File: src/rtl/ctrl_pipe_if.sv
`default_nettype none
// ============================================================================
// Module      : ctrl_pipe_if
// Description : Bundle between the ID-stage datapath and the pipelined
//               control unit. Carries the decoded ID fields and flush
//               into the control unit. Carries the staged controls,
//               the stall signal and the forwarding selects back out.
// Revision    : 1.0 - initial release
// ============================================================================
interface ctrl_pipe_if #(
  parameter int OPC_W   = 7,
  parameter int RA_W    = 5,
  parameter int ALUOP_W = 4
);
  // ID-stage instruction fields
  logic               id_valid;
  logic [2:0]         id_itype;
  logic [OPC_W-1:0]   id_opcode;
  logic [2:0]         id_funct3;
  logic [6:0]         id_funct7;
  logic [RA_W-1:0]    id_rs1;
  logic [RA_W-1:0]    id_rs2;
  logic [RA_W-1:0]    id_rd;
  logic               flush;

  // hazard and forwarding controls
  logic               stall;
  logic [1:0]         fwd_a;
  logic [1:0]         fwd_b;

  // EX-stage controls
  logic               ex_valid;
  logic               ex_alu_src;
  logic               ex_branch;
  logic               ex_jump;
  logic [ALUOP_W-1:0] ex_alu_op;
  logic [RA_W-1:0]    ex_rs1;
  logic [RA_W-1:0]    ex_rs2;

  // MEM-stage controls
  logic               mem_valid;
  logic               mem_read;
  logic               mem_write;

  // WB-stage controls
  logic               wb_valid;
  logic               wb_reg_write;
  logic               wb_mem_to_reg;
  logic [RA_W-1:0]    wb_rd;

  // datapath side: drives the ID fields and consumes the controls
  modport master (
    output id_valid, id_itype, id_opcode, id_funct3, id_funct7,
           id_rs1, id_rs2, id_rd, flush,
    input  stall, fwd_a, fwd_b,
           ex_valid, ex_alu_src, ex_branch, ex_jump, ex_alu_op, ex_rs1, ex_rs2,
           mem_valid, mem_read, mem_write,
           wb_valid, wb_reg_write, wb_mem_to_reg, wb_rd
  );

  // control-unit side
  modport slave (
    input  id_valid, id_itype, id_opcode, id_funct3, id_funct7,
           id_rs1, id_rs2, id_rd, flush,
    output stall, fwd_a, fwd_b,
           ex_valid, ex_alu_src, ex_branch, ex_jump, ex_alu_op, ex_rs1, ex_rs2,
           mem_valid, mem_read, mem_write,
           wb_valid, wb_reg_write, wb_mem_to_reg, wb_rd
  );
endinterface
`default_nettype wire

File: src/rtl/ctrl_pipe.sv
`default_nettype none
// ============================================================================
// Module      : ctrl_pipe
// Description : Pipelined control unit for a 5-stage RV32I core. It decodes
//               the control signals in ID and registers them through EX, MEM
//               and WB. It also generates the load-use stall, the
//               flush/stall bubble and the EX-stage forwarding selects.
// Revision    : 1.0 - initial release
// ============================================================================
module ctrl_pipe #(
  parameter int OPC_W   = 7,
  parameter int RA_W    = 5,
  parameter int ALUOP_W = 4   // must be >= 4; upper bits are always zero
) (
  input  logic       clk,
  input  logic       rst_n,
  ctrl_pipe_if.slave bus
);

  // instruction formats
  localparam logic [2:0] c_IT_R = 3'd0;
  localparam logic [2:0] c_IT_I = 3'd1;
  localparam logic [2:0] c_IT_S = 3'd2;
  localparam logic [2:0] c_IT_B = 3'd3;
  localparam logic [2:0] c_IT_U = 3'd4;
  localparam logic [2:0] c_IT_J = 3'd5;

  // opcodes that refine the format decode
  localparam logic [OPC_W-1:0] c_OP_LOAD  = OPC_W'(7'b0000011);
  localparam logic [OPC_W-1:0] c_OP_OPIMM = OPC_W'(7'b0010011);
  localparam logic [OPC_W-1:0] c_OP_JALR  = OPC_W'(7'b1100111);
  localparam logic [OPC_W-1:0] c_OP_LUI   = OPC_W'(7'b0110111);

  // ALU operations
  localparam logic [3:0] c_ALU_ADD    = 4'd0;
  localparam logic [3:0] c_ALU_SUB    = 4'd1;
  localparam logic [3:0] c_ALU_AND    = 4'd2;
  localparam logic [3:0] c_ALU_OR     = 4'd3;
  localparam logic [3:0] c_ALU_XOR    = 4'd4;
  localparam logic [3:0] c_ALU_SLL    = 4'd5;
  localparam logic [3:0] c_ALU_SRL    = 4'd6;
  localparam logic [3:0] c_ALU_SRA    = 4'd7;
  localparam logic [3:0] c_ALU_SLT    = 4'd8;
  localparam logic [3:0] c_ALU_SLTU   = 4'd9;
  localparam logic [3:0] c_ALU_PASS_B = 4'd10;

  // funct3 -> ALU op. The sub_ok input is cleared for OP-IMM, where funct7
  // bits are immediate bits except for shifts.
  function automatic logic [3:0] f3_to_alu(input logic [2:0] f3,
                                           input logic       f7b5,
                                           input logic       sub_ok);
    logic [3:0] op;
    case (f3)
      3'b000:  op = (sub_ok && f7b5) ? c_ALU_SUB : c_ALU_ADD;
      3'b001:  op = c_ALU_SLL;
      3'b010:  op = c_ALU_SLT;
      3'b011:  op = c_ALU_SLTU;
      3'b100:  op = c_ALU_XOR;
      3'b101:  op = f7b5 ? c_ALU_SRA : c_ALU_SRL;
      3'b110:  op = c_ALU_OR;
      default: op = c_ALU_AND;
    endcase
    return op;
  endfunction

  // ---------------------------------------------------------------- decode
  logic w_is_r, w_is_i, w_is_s, w_is_b, w_is_u, w_is_j;
  logic w_reg_write, w_mem_read, w_mem_write, w_alu_src;
  logic w_branch, w_jump, w_uses_rs1, w_uses_rs2;
  logic [3:0] w_alu_op4;
  logic w_unused_f7;

  assign w_is_r = (bus.id_itype == c_IT_R);
  assign w_is_i = (bus.id_itype == c_IT_I);
  assign w_is_s = (bus.id_itype == c_IT_S);
  assign w_is_b = (bus.id_itype == c_IT_B);
  assign w_is_u = (bus.id_itype == c_IT_U);
  assign w_is_j = (bus.id_itype == c_IT_J);

  // formats 6 and 7 match none of the above, so every control stays 0
  assign w_reg_write = (w_is_r || w_is_i || w_is_u || w_is_j) && (bus.id_rd != '0);
  assign w_mem_read  = w_is_i && (bus.id_opcode == c_OP_LOAD);
  assign w_mem_write = w_is_s;
  assign w_alu_src   = w_is_i || w_is_s || w_is_u || w_is_j;
  assign w_branch    = w_is_b;
  assign w_jump      = w_is_j || (w_is_i && (bus.id_opcode == c_OP_JALR));
  assign w_uses_rs1  = w_is_r || w_is_i || w_is_s || w_is_b;
  assign w_uses_rs2  = w_is_r || w_is_s || w_is_b;

  // only funct7[5] matters to the decode
  assign w_unused_f7 = ^{bus.id_funct7[6], bus.id_funct7[4:0]};

  // ALU op selection by format, refined by opcode/funct fields
  always_comb begin
    w_alu_op4 = c_ALU_ADD;
    case (bus.id_itype)
      c_IT_R: w_alu_op4 = f3_to_alu(bus.id_funct3, bus.id_funct7[5], 1'b1);
      c_IT_I: if (bus.id_opcode == c_OP_OPIMM)
                w_alu_op4 = f3_to_alu(bus.id_funct3, bus.id_funct7[5], 1'b0);
      c_IT_B: w_alu_op4 = c_ALU_SUB;
      c_IT_U: if (bus.id_opcode == c_OP_LUI)
                w_alu_op4 = c_ALU_PASS_B;
      default: w_alu_op4 = c_ALU_ADD;
    endcase
  end

  // ---------------------------------------------------------- stage state
  logic               r_ex_valid, r_ex_alu_src, r_ex_branch, r_ex_jump;
  logic               r_ex_reg_write, r_ex_mem_read, r_ex_mem_write, r_ex_mem_to_reg;
  logic [ALUOP_W-1:0] r_ex_alu_op;
  logic [RA_W-1:0]    r_ex_rs1, r_ex_rs2, r_ex_rd;

  logic               r_mem_valid, r_mem_read, r_mem_write, r_mem_reg_write, r_mem_mem_to_reg;
  logic [RA_W-1:0]    r_mem_rd;

  logic               r_wb_valid, r_wb_reg_write, r_wb_mem_to_reg;
  logic [RA_W-1:0]    r_wb_rd;

  // ------------------------------------------------------ load-use hazard
  logic w_stall, w_ex_load;

  // a load in EX whose rd feeds a source the ID instruction actually reads
  assign w_stall = bus.id_valid && !bus.flush &&
                   r_ex_valid && r_ex_mem_read && (r_ex_rd != '0) &&
                   (((r_ex_rd == bus.id_rs1) && w_uses_rs1) ||
                    ((r_ex_rd == bus.id_rs2) && w_uses_rs2));

  // flush and stall both turn the EX load into a bubble
  assign w_ex_load = bus.id_valid && !bus.flush && !w_stall;

  // ID -> EX register: decoded bundle, or an all-zero bubble
  always_ff @(posedge clk or negedge rst_n) begin
    if (!rst_n) begin
      r_ex_valid      <= 1'b0;
      r_ex_alu_src    <= 1'b0;
      r_ex_branch     <= 1'b0;
      r_ex_jump       <= 1'b0;
      r_ex_reg_write  <= 1'b0;
      r_ex_mem_read   <= 1'b0;
      r_ex_mem_write  <= 1'b0;
      r_ex_mem_to_reg <= 1'b0;
      r_ex_alu_op     <= '0;
      r_ex_rs1        <= '0;
      r_ex_rs2        <= '0;
      r_ex_rd         <= '0;
    end else if (w_ex_load) begin
      r_ex_valid      <= 1'b1;
      r_ex_alu_src    <= w_alu_src;
      r_ex_branch     <= w_branch;
      r_ex_jump       <= w_jump;
      r_ex_reg_write  <= w_reg_write;
      r_ex_mem_read   <= w_mem_read;
      r_ex_mem_write  <= w_mem_write;
      r_ex_mem_to_reg <= w_mem_read;
      r_ex_alu_op     <= ALUOP_W'(w_alu_op4);
      // unused source fields are zeroed so they can never match a forward
      r_ex_rs1        <= w_uses_rs1 ? bus.id_rs1 : '0;
      r_ex_rs2        <= w_uses_rs2 ? bus.id_rs2 : '0;
      r_ex_rd         <= bus.id_rd;
    end else begin
      r_ex_valid      <= 1'b0;
      r_ex_alu_src    <= 1'b0;
      r_ex_branch     <= 1'b0;
      r_ex_jump       <= 1'b0;
      r_ex_reg_write  <= 1'b0;
      r_ex_mem_read   <= 1'b0;
      r_ex_mem_write  <= 1'b0;
      r_ex_mem_to_reg <= 1'b0;
      r_ex_alu_op     <= '0;
      r_ex_rs1        <= '0;
      r_ex_rs2        <= '0;
      r_ex_rd         <= '0;
    end
  end

  // EX -> MEM register: always advances
  always_ff @(posedge clk or negedge rst_n) begin
    if (!rst_n) begin
      r_mem_valid      <= 1'b0;
      r_mem_read       <= 1'b0;
      r_mem_write      <= 1'b0;
      r_mem_reg_write  <= 1'b0;
      r_mem_mem_to_reg <= 1'b0;
      r_mem_rd         <= '0;
    end else begin
      r_mem_valid      <= r_ex_valid;
      r_mem_read       <= r_ex_mem_read;
      r_mem_write      <= r_ex_mem_write;
      r_mem_reg_write  <= r_ex_reg_write;
      r_mem_mem_to_reg <= r_ex_mem_to_reg;
      r_mem_rd         <= r_ex_rd;
    end
  end

  // MEM -> WB register: always advances
  always_ff @(posedge clk or negedge rst_n) begin
    if (!rst_n) begin
      r_wb_valid      <= 1'b0;
      r_wb_reg_write  <= 1'b0;
      r_wb_mem_to_reg <= 1'b0;
      r_wb_rd         <= '0;
    end else begin
      r_wb_valid      <= r_mem_valid;
      r_wb_reg_write  <= r_mem_reg_write;
      r_wb_mem_to_reg <= r_mem_mem_to_reg;
      r_wb_rd         <= r_mem_rd;
    end
  end

  // ----------------------------------------------------------- forwarding
  logic       w_mem_fwd_ok, w_wb_fwd_ok;
  logic [1:0] w_fwd_a, w_fwd_b;

  assign w_mem_fwd_ok = r_mem_valid && r_mem_reg_write && (r_mem_rd != '0);
  assign w_wb_fwd_ok  = r_wb_valid  && r_wb_reg_write  && (r_wb_rd  != '0);

  // EX operand sources; the younger MEM result wins over WB
  always_comb begin
    w_fwd_a = 2'b00;
    w_fwd_b = 2'b00;
    if (w_mem_fwd_ok && (r_mem_rd == r_ex_rs1))     w_fwd_a = 2'b10;
    else if (w_wb_fwd_ok && (r_wb_rd == r_ex_rs1))  w_fwd_a = 2'b01;
    if (w_mem_fwd_ok && (r_mem_rd == r_ex_rs2))     w_fwd_b = 2'b10;
    else if (w_wb_fwd_ok && (r_wb_rd == r_ex_rs2))  w_fwd_b = 2'b01;
  end

  // -------------------------------------------------------------- outputs
  assign bus.stall         = w_stall;
  assign bus.fwd_a         = w_fwd_a;
  assign bus.fwd_b         = w_fwd_b;

  assign bus.ex_valid      = r_ex_valid;
  assign bus.ex_alu_src    = r_ex_alu_src;
  assign bus.ex_branch     = r_ex_branch;
  assign bus.ex_jump       = r_ex_jump;
  assign bus.ex_alu_op     = r_ex_alu_op;
  assign bus.ex_rs1        = r_ex_rs1;
  assign bus.ex_rs2        = r_ex_rs2;

  assign bus.mem_valid     = r_mem_valid;
  assign bus.mem_read      = r_mem_read;
  assign bus.mem_write     = r_mem_write;

  assign bus.wb_valid      = r_wb_valid;
  assign bus.wb_reg_write  = r_wb_reg_write;
  assign bus.wb_mem_to_reg = r_wb_mem_to_reg;
  assign bus.wb_rd         = r_wb_rd;

endmodule
`default_nettype wire

File: src/flat_wrapper.sv
// flat-port wrapper written by rule: the top's interface ports become plain ports
module ctrl_pipe_flat 
#(
  parameter int OPC_W   = 7,
  parameter int RA_W    = 5,
  parameter int ALUOP_W = 4                                              
)
  (clk, rst_n, bus_id_valid, bus_id_itype, bus_id_opcode, bus_id_funct3, bus_id_funct7, bus_id_rs1, bus_id_rs2, bus_id_rd, bus_flush, bus_stall, bus_fwd_a, bus_fwd_b, bus_ex_valid, bus_ex_alu_src, bus_ex_branch, bus_ex_jump, bus_ex_alu_op, bus_ex_rs1, bus_ex_rs2, bus_mem_valid, bus_mem_read, bus_mem_write, bus_wb_valid, bus_wb_reg_write, bus_wb_mem_to_reg, bus_wb_rd);
  ctrl_pipe_if #(.OPC_W(OPC_W), .RA_W(RA_W), .ALUOP_W(ALUOP_W)) bus_i ();
  input  logic clk;
  input  logic rst_n;
  input wire logic [$bits(bus_i.id_valid)-1:0] bus_id_valid;
  input wire logic [$bits(bus_i.id_itype)-1:0] bus_id_itype;
  input wire logic [$bits(bus_i.id_opcode)-1:0] bus_id_opcode;
  input wire logic [$bits(bus_i.id_funct3)-1:0] bus_id_funct3;
  input wire logic [$bits(bus_i.id_funct7)-1:0] bus_id_funct7;
  input wire logic [$bits(bus_i.id_rs1)-1:0] bus_id_rs1;
  input wire logic [$bits(bus_i.id_rs2)-1:0] bus_id_rs2;
  input wire logic [$bits(bus_i.id_rd)-1:0] bus_id_rd;
  input wire logic [$bits(bus_i.flush)-1:0] bus_flush;
  output wire logic [$bits(bus_i.stall)-1:0] bus_stall;
  output wire logic [$bits(bus_i.fwd_a)-1:0] bus_fwd_a;
  output wire logic [$bits(bus_i.fwd_b)-1:0] bus_fwd_b;
  output wire logic [$bits(bus_i.ex_valid)-1:0] bus_ex_valid;
  output wire logic [$bits(bus_i.ex_alu_src)-1:0] bus_ex_alu_src;
  output wire logic [$bits(bus_i.ex_branch)-1:0] bus_ex_branch;
  output wire logic [$bits(bus_i.ex_jump)-1:0] bus_ex_jump;
  output wire logic [$bits(bus_i.ex_alu_op)-1:0] bus_ex_alu_op;
  output wire logic [$bits(bus_i.ex_rs1)-1:0] bus_ex_rs1;
  output wire logic [$bits(bus_i.ex_rs2)-1:0] bus_ex_rs2;
  output wire logic [$bits(bus_i.mem_valid)-1:0] bus_mem_valid;
  output wire logic [$bits(bus_i.mem_read)-1:0] bus_mem_read;
  output wire logic [$bits(bus_i.mem_write)-1:0] bus_mem_write;
  output wire logic [$bits(bus_i.wb_valid)-1:0] bus_wb_valid;
  output wire logic [$bits(bus_i.wb_reg_write)-1:0] bus_wb_reg_write;
  output wire logic [$bits(bus_i.wb_mem_to_reg)-1:0] bus_wb_mem_to_reg;
  output wire logic [$bits(bus_i.wb_rd)-1:0] bus_wb_rd;
  assign bus_i.id_valid = bus_id_valid;
  assign bus_i.id_itype = bus_id_itype;
  assign bus_i.id_opcode = bus_id_opcode;
  assign bus_i.id_funct3 = bus_id_funct3;
  assign bus_i.id_funct7 = bus_id_funct7;
  assign bus_i.id_rs1 = bus_id_rs1;
  assign bus_i.id_rs2 = bus_id_rs2;
  assign bus_i.id_rd = bus_id_rd;
  assign bus_i.flush = bus_flush;
  assign bus_stall = bus_i.stall;
  assign bus_fwd_a = bus_i.fwd_a;
  assign bus_fwd_b = bus_i.fwd_b;
  assign bus_ex_valid = bus_i.ex_valid;
  assign bus_ex_alu_src = bus_i.ex_alu_src;
  assign bus_ex_branch = bus_i.ex_branch;
  assign bus_ex_jump = bus_i.ex_jump;
  assign bus_ex_alu_op = bus_i.ex_alu_op;
  assign bus_ex_rs1 = bus_i.ex_rs1;
  assign bus_ex_rs2 = bus_i.ex_rs2;
  assign bus_mem_valid = bus_i.mem_valid;
  assign bus_mem_read = bus_i.mem_read;
  assign bus_mem_write = bus_i.mem_write;
  assign bus_wb_valid = bus_i.wb_valid;
  assign bus_wb_reg_write = bus_i.wb_reg_write;
  assign bus_wb_mem_to_reg = bus_i.wb_mem_to_reg;
  assign bus_wb_rd = bus_i.wb_rd;
  ctrl_pipe #(.OPC_W(OPC_W), .RA_W(RA_W), .ALUOP_W(ALUOP_W)) u_core (.clk(clk), .rst_n(rst_n), .bus(bus_i));
endmodule
File: config.mk
export PLATFORM = sky130hd
export DESIGN_NAME = ctrl_pipe_flat
export DESIGN_NICKNAME = d
export VERILOG_FILES = /design/src/rtl/ctrl_pipe_if.sv /design/src/rtl/ctrl_pipe.sv /design/src/flat_wrapper.sv
export SDC_FILE = /design/constraint.sdc
export NUM_CORES = 1
export LEC_CHECK = 0
export CAP_MARGIN = 20
export CORE_UTILIZATION = 39
export CTS_CLUSTER_SIZE = 14
export DETAILED_ROUTE_END_ITERATION = 16
export GPL_ROUTABILITY_DRIVEN = 0
export HOLD_SLACK_MARGIN = 0.08
export PLACE_DENSITY = 0.75
export SYNTH_ARGS = -nofsm -noshare
export SYNTH_HDL_FRONTEND = slang
export SYNTH_SLANG_ARGS = --single-unit
File: constraint.sdc
create_clock -name clk -period 1.79 [get_ports clk]
set_input_delay 0.358 -clock clk [delete_from_list [all_inputs] [get_ports clk]]
set_output_delay 0.358 -clock clk [all_outputs]
set_load 0.02 [all_outputs]
==> flow_summary.json, run 1 <==
{
  "cts_root_buffer": "clkbuf_8",
  "hold_violations": 0,
  "dieArea_um2": 5130,
  "crit_chain": "or4_4 > o211ai_1 > buf_4 > or4_4 > nor4_4 > buf_4",
  "end_kind": "output port",
  "drtIter0Drc": 66,
  "vdd_drop_max_mv": 0.464,
  "grt_overflow": 0,
  "clock_latency_ns": 0.29,
  "final_util_pct": 77.2,
  "avgSynthCellArea_um2": 11.2,
  "slowest_delay_ns": 0.54,
  "fill_cells": 276,
  "drc": 0,
  "ys_seq_elements": 43,
  "chipWidth_um": 71.6,
  "grt_max_degree": 28,
  "p_per_area_nw_per_um2": 609,
  "synth_nets": 208,
  "status": "finished, violations left",
  "rsz0062_at_grt": "true",
  "synth_edf_count": 0,
  "firstDrtPassIters": 4,
  "violations": "negative setup slack",
  "pin_count": 73,
  "swShare_pct": 25.0,
  "worstSetupPathType": "flip-flop to output port",
  "wire_per_inst_um": 16.5,
  "floorplan.initialDensity_pct": 42.0,
  "synth.most_common_cell": "dfrtp_1",
  "hold_class": "flip-flop to flip-flop",
  "nets": 334,
  "tightest_slew_ns": 0.599,
  "clk_pin_slew_ns": 0.08,
  "ant_nets": 0,
  "antenna_found_initial": 0,
  "cts_buffers": 5,
  "grt_pass1_vias": 1982,
  "drt_wl_total_mm": 5.73,
  "crit_required_ns": 1.43,
  "cts_max_path_buffers": 2,
  "cts_max_level": 2,
  "via_per_inst": 5.19,
  "setup_viol": 31,
  "arrival_ns": 1.97,
  "die_h_um": 71.6,
  "clkPwrFrac_pct": 30.5,
  "clock_skew_ns": 0.00561,
  "max_freq_mhz": 430,
  "core.rowCount": 24,
  "port_buffers": 66,
  "diodes": 0,
  "power_frac_seq_pct": 48.3,
  "gr-usage-all-layers_pct": 24.2,
  "drive_gt1_share_pct": 39.5,
  "hpwl_mm": 3.67,
  "p_comb_share_pct": 21.2,
  "cap_violations": 0,
  "internal_power_w": 0.00159,
  "cts_tree": "built",
  "yosysWarnings": 0,
  "yosysSeqAreaShare_pct": 56.9,
  "ys_top_cells_by_count": "43 x dfrtp_1, 24 x xor2_1, 23 x nor2_1",
  "core_um2": 4500,
  "clock_sinks": 43,
  "p_leak_nw": 1.66,
  "route.vias.total": 1806,
  "cp-start-kind": "flip-flop",
  "fin_crit_sh_pct": 130,
  "grt_pass1_wl_mm": 9.29,
  "yosysTopAreaCell": "dfrtp_1",
  "slew_viol_final": 0,
  "area_delta_synth_final_pct": 83.9,
  "post-place-ws_ns": -0.959,
  "power.switching_w": 0.000529,
  "ys_top_cells_by_area": "dfrtp_1 57%, xor2_1 11%, nor2_1 4.6%, xnor2_1 2.8%, or4_1 2.4%",
  "synth_top_area_share_pct": 56.9,
  "syn_inst": 169,
  "path_max_fanout": 3,
  "setup_slack_ns": -0.536,
  "crit_slowest_cell": "or4_4",
  "netlist_area_um2": 1890,
  "min_period_ns": 2.33,
  "slew_headroom_pct": 60.1,
  "async_flop_share_pct": 100,
  "synth_top_flop_cell": "dfrtp_1",
  "synth_cell_types": 32
}
final timing paths:
kind | cells after the start | end | start | slack, ns
hold reg to reg | 0 | u_core.bus.mem_write$_DFF_PN0_ | u_core.r_ex_mem_write$_DFF_PN0_ | 0.36
min in group asynchronous | 2 | u_core.r_ex_rd[4]$_DFF_PN0_ | rst_n | 0.62
setup / recovery | 6 | bus_fwd_a[0] | u_core.bus.wb_rd[0]$_DFF_PN0_ | -0.54
hold / removal | 0 | u_core.bus.mem_write$_DFF_PN0_ | u_core.r_ex_mem_write$_DFF_PN0_ | 0.36
setup reg to reg | 8 | u_core.r_ex_mem_read$_DFF_PN0_ | u_core.r_ex_rd[3]$_DFF_PN0_ | -0.32
max in group asynchronous | 3 | u_core.bus.ex_rs1[1]$_DFF_PN0_ | rst_n | 0.60
critical path: cells and delay by family (launching register included):
family	cells	cell delay [ns]
compound gates	1	0.25
flops	1	0.42
buf+inv	2	0.32
simple gates	3	0.70
kinds of logic (layout without fill, tap and decap cells):
logic type	count (synthesis)	after routing	share of synthesized area, %
AO/OA/AOI/OAI	15	15	5.89
AND/OR/NAND/NOR	71	71	20.5
XOR/XNOR	30	30	13.9
flip-flops	43	43	56.9
buffers and inverters	10	137	2.78
power groups by stage:
stage | Clock [W] | Combinational (W) | Sequential [W]
3_3_place_gp | 0 | 0.000344 | 0.00104
5_1_grt | 0.000704 | 0.000478 | 0.00102
3_5_place_dp | 0 | 0.000351 | 0.00104
4_1_cts | 0.000660 | 0.000421 | 0.00102
6_report | 0.000646 | 0.000449 | 0.00102
2_1_floorplan | 0 | 0.000107 | 0.00106
through the flow:
| step | power, W | setup TNS (ns) | hold WS [ns] | area (um2) | instances |
|---|---|---|---|---|---|
| 3_3_place_gp | 0.00138 | -16.98 | 0.334 | 2990 | 327 |
| 6_report | 0.00212 | -8.43 | 0.360 | 3480 | 348 |
| 4_1_cts | 0.00210 | -8.40 | 0.365 | 3370 | 347 |
| 3_5_place_dp | 0.00139 | -17.94 | 0.348 | 2990 | 327 |
| 2_1_floorplan | 0.00117 | -0.340 | 0.0624 | 1960 | 169 |
| 5_1_grt | 0.00221 | -10.78 | 0.378 | 3480 | 348 |
layout by cell type, fill, tap and decap left out, types with 6 or more instances in the layout:
master           count
xnor2_1              6
nor2_4              10
nor2_1               9
clkbuf_8             7
buf_6                6
xor2_1              24
inv_1                6
clkdlybuf4s50_1     53
nand2_1             11
dfrtp_1             36
buf_4               49
dfrtp_2              7
per-layer routing:
metal	part of all wire, %	global-route usage [%]	vias to the layer above
met1	36	25.1	882
li1	-	-	831
met5	0	0	-
met3	6.4	6.19	13
met4	2.6	11.5	0
met2	54	45.3	80
layout make-up:
| type | count | area (um2) | share of cell area (%) |
|---|---|---|---|
| well taps | 52 | 65.1 | 1.87 |
| flip-flops and latches | 43 | 1080 | 31.2 |
| clock buffers | 8 | 100 | 2.88 |
| inverters | 7 | 28.8 | 0.828 |
| repair buffers | 122 | 1160 | 33.4 |
| multi-input cells | 116 | 1040 | 29.8 |
timing repair:
action	CTS	global route
buffers inserted	8	2
gates resized for setup	67	26
pin swaps	12	17
hold buffers	1	0
endpoints found under the hold margin	4	0
cloned	3	0
setup endpoints to repair	31	34
(Power assumes the default switching activity.)
==> run 2, diff against run 1 <==
ABC_CLOCK_PERIOD_IN_PS = 1790   (was unset)
CORE_MARGIN = 5   (was unset)
CTS_CLUSTER_DIAMETER = 200   (was unset)
==> run 2 against run 1 <==
Compared with the run above:
- the run still ends with negative setup slack left
- worst setup slack improved by 0.00073 ns
- non-clock buffer count decreased by 2
- critical path depth fell by 1
- sequential cell count did not move
- sequential power barely moved
- design area grew 2.2%
- die area rose by 24%
- via count is 1.1% lower
- total power increased by 3.9%
- final cell count up 3.7%
- register-to-register slack hardly changed
- largest cell class unchanged
==> flow_summary.json, run 2 (synthesis results as in run 1) <==
{
  "status": "finished, violations left",
  "violations": "negative setup slack",
  "placed_cell_area_um2": 3020,
  "slowest_delay_ns": 0.52,
  "core.rowCount": 25,
  "crit_chain": "buf_4 > xor2_1 > or4_4 > nor4_4 > buf_4",
  "slew_headroom_pct": 67.5,
  "drtIter0Drc": 55,
  "setup_viol": 31,
  "cts_tree": "built",
  "multiInputGateArea_um2": 1060,
  "drc": 0,
  "min_period_ns": 2.32,
  "grt_overflow": 0,
  "grt_pass1_wl_mm": 8.63,
  "cts_max_path_buffers": 2,
  "cts_root_buffer": "clkbuf_8",
  "clock_skew_ns": 0.0102,
  "drive_gt1_share_pct": 39.1,
  "firstDrtPassIters": 6,
  "crit_required_ns": 1.43,
  "hold_violations": 0,
  "vdd_drop_max_mv": 0.515,
  "layout_commonest_cell": "clkdlybuf4s50_1",
  "max_freq_mhz": 430,
  "end_kind": "output port",
  "antenna_found_initial": 0,
  "ant_nets": 0,
  "hold_class": "flip-flop to flip-flop",
  "wire_per_inst_um": 15.8,
  "path_max_fanout": 4,
  "grt_pass1_vias": 1857,
  "clock_sinks": 43,
  "cap_violations": 0,
  "cts_buffers": 5,
  "setup_slack_ns": -0.535,
  "slew_viol_final": 0,
  "diodes": 0,
  "seq_area_um2": 1080,
  "via_per_inst": 4.95,
  "grt_max_degree": 25,
  "die_h_um": 79.6,
  "route.vias.total": 1787,
  "dieArea_um2": 6340,
  "cp-start-kind": "flip-flop",
  "clock_latency_ns": 0.29,
  "clk_pin_slew_ns": 0.08,
  "fin_area_um2": 3550,
  "gr-usage-all-layers_pct": 17.9,
  "p_total_w": 0.00220,
  "p_per_area_nw_per_um2": 618,
  "crit_slowest_cell": "or4_4",
  "cts_max_level": 2,
  "port_buffers": 66,
  "fill_cells": 323,
  "drt_wl_total_mm": 5.71,
  "final_cell_mix": "48 x clkdlybuf4s50_1, 46 x buf_4, 37 x dfrtp_1",
  "floorplan.initialDensity_pct": 40.0,
  "hpwl_mm": 3.86,
  "core_um2": 4720,
  "pin_count": 73,
  "crit_buf_inv": 2,
  "fin_crit_sh_pct": 130,
  "cpMostUsedCell": "buf_4",
  "arrival_ns": 1.97,
  "area_delta_synth_final_pct": 88.0,
  "chipWidth_um": 79.6,
  "rsz0062_at_grt": "true",
  "p_leak_nw": 1.75,
  "worstSetupPathType": "flip-flop to output port",
  "critPathTopFamily": "simple AND/OR/NAND/NOR gates",
  "nets": 332,
  "tightest_slew_ns": 0.487
}
run 2: cell count changes in the layout (fill, tap and decap cells not counted), moves of 2 or more:
cell	before	now
nor2_4	10	12
xor2_2	0	2
buf_4	49	46
clkdlybuf4s50_1	53	48
nor2_2	4	2
dlymetal6s2s_1	3	9
buf_12	1	3
clkbuf_8	7	5
xor2_1	24	22
run 2: power breakdown:
part	switching (W)	internal [W]
Clock	0.000310	0.000417
Combinational	0.000213	0.000237
Sequential	0.0000220	0.00100
run 2: routing by layer:
metal	vias to the layer above	global-route usage (%)	part of all wire [%]	wire, um
li1	828	-	-	-
met1	880	19.1	37	2100
met2	67	33.7	54	3100
met3	12	4.85	7.1	405
met4	0	5.50	1.9	106
met5	-	0	0	0
run 2: area by class of cell:
type,instances,share of cell area (%)
Inverter,7,0.739
Timing Repair Buffer,120,33.5
Sequential cell,43,30.5
Tap cell,67,2.36
Multi-Input combinational cell,116,30.0
Clock buffer,7,2.15
Clock inverter,1,0.845
run 2: repair_timing:
item,in CTS,in global routing
hold endpoints to repair,19,0
gates cloned,3,0
endpoints found under the setup margin,31,39
setup buffers,5,5
pin swaps,14,18
hold buffers,1,0
gates resized for setup,63,35
run 2: path summary, 6_finish.rpt:
path	startpoint	end	slack (ns)	cells after the start
worst max-delay path	u_core.bus.wb_rd[4]$_DFF_PN0_	bus_fwd_b[0]	-0.53	5
worst min-delay path	u_core.r_ex_reg_write$_DFF_PN0_	u_core.r_mem_reg_write$_DFF_PN0_	0.36	0
worst max register to register	u_core.r_ex_rd[1]$_DFF_PN0_	u_core.r_ex_reg_write$_DFF_PN0_	-0.31	9
worst min register to register	u_core.r_ex_reg_write$_DFF_PN0_	u_core.r_mem_reg_write$_DFF_PN0_	0.36	0
max in group asynchronous	rst_n	u_core.bus.wb_mem_to_reg$_DFF_PN0_	0.72	3
min in group asynchronous	rst_n	u_core.bus.wb_rd[2]$_DFF_PN0_	0.57	2
run 2: through the flow:
step / hold slack (ns) / std cells / util (%) / TNS, ns / setup WS (ns)
detailed placement: 0.339 / 341 / 63.9 / -17.95 / -0.961
global route: 0.363 / 361 / 75.3 / -13.09 / -0.651
CTS: 0.357 / 358 / 71.9 / -7.38 / -0.547
floorplan: 0.0624 / 169 / - / -0.340 / -0.170
global placement: 0.333 / 341 / 63.9 / -16.64 / -0.943
finish: 0.355 / 361 / 75.3 / -9.68 / -0.535
==> run 3, diff against run 2 <==
CTS_CLUSTER_SIZE = 25   (was 14)
==> results of run 3 <==
The final DEF is identical to that of run 2; final timing and power are the same.
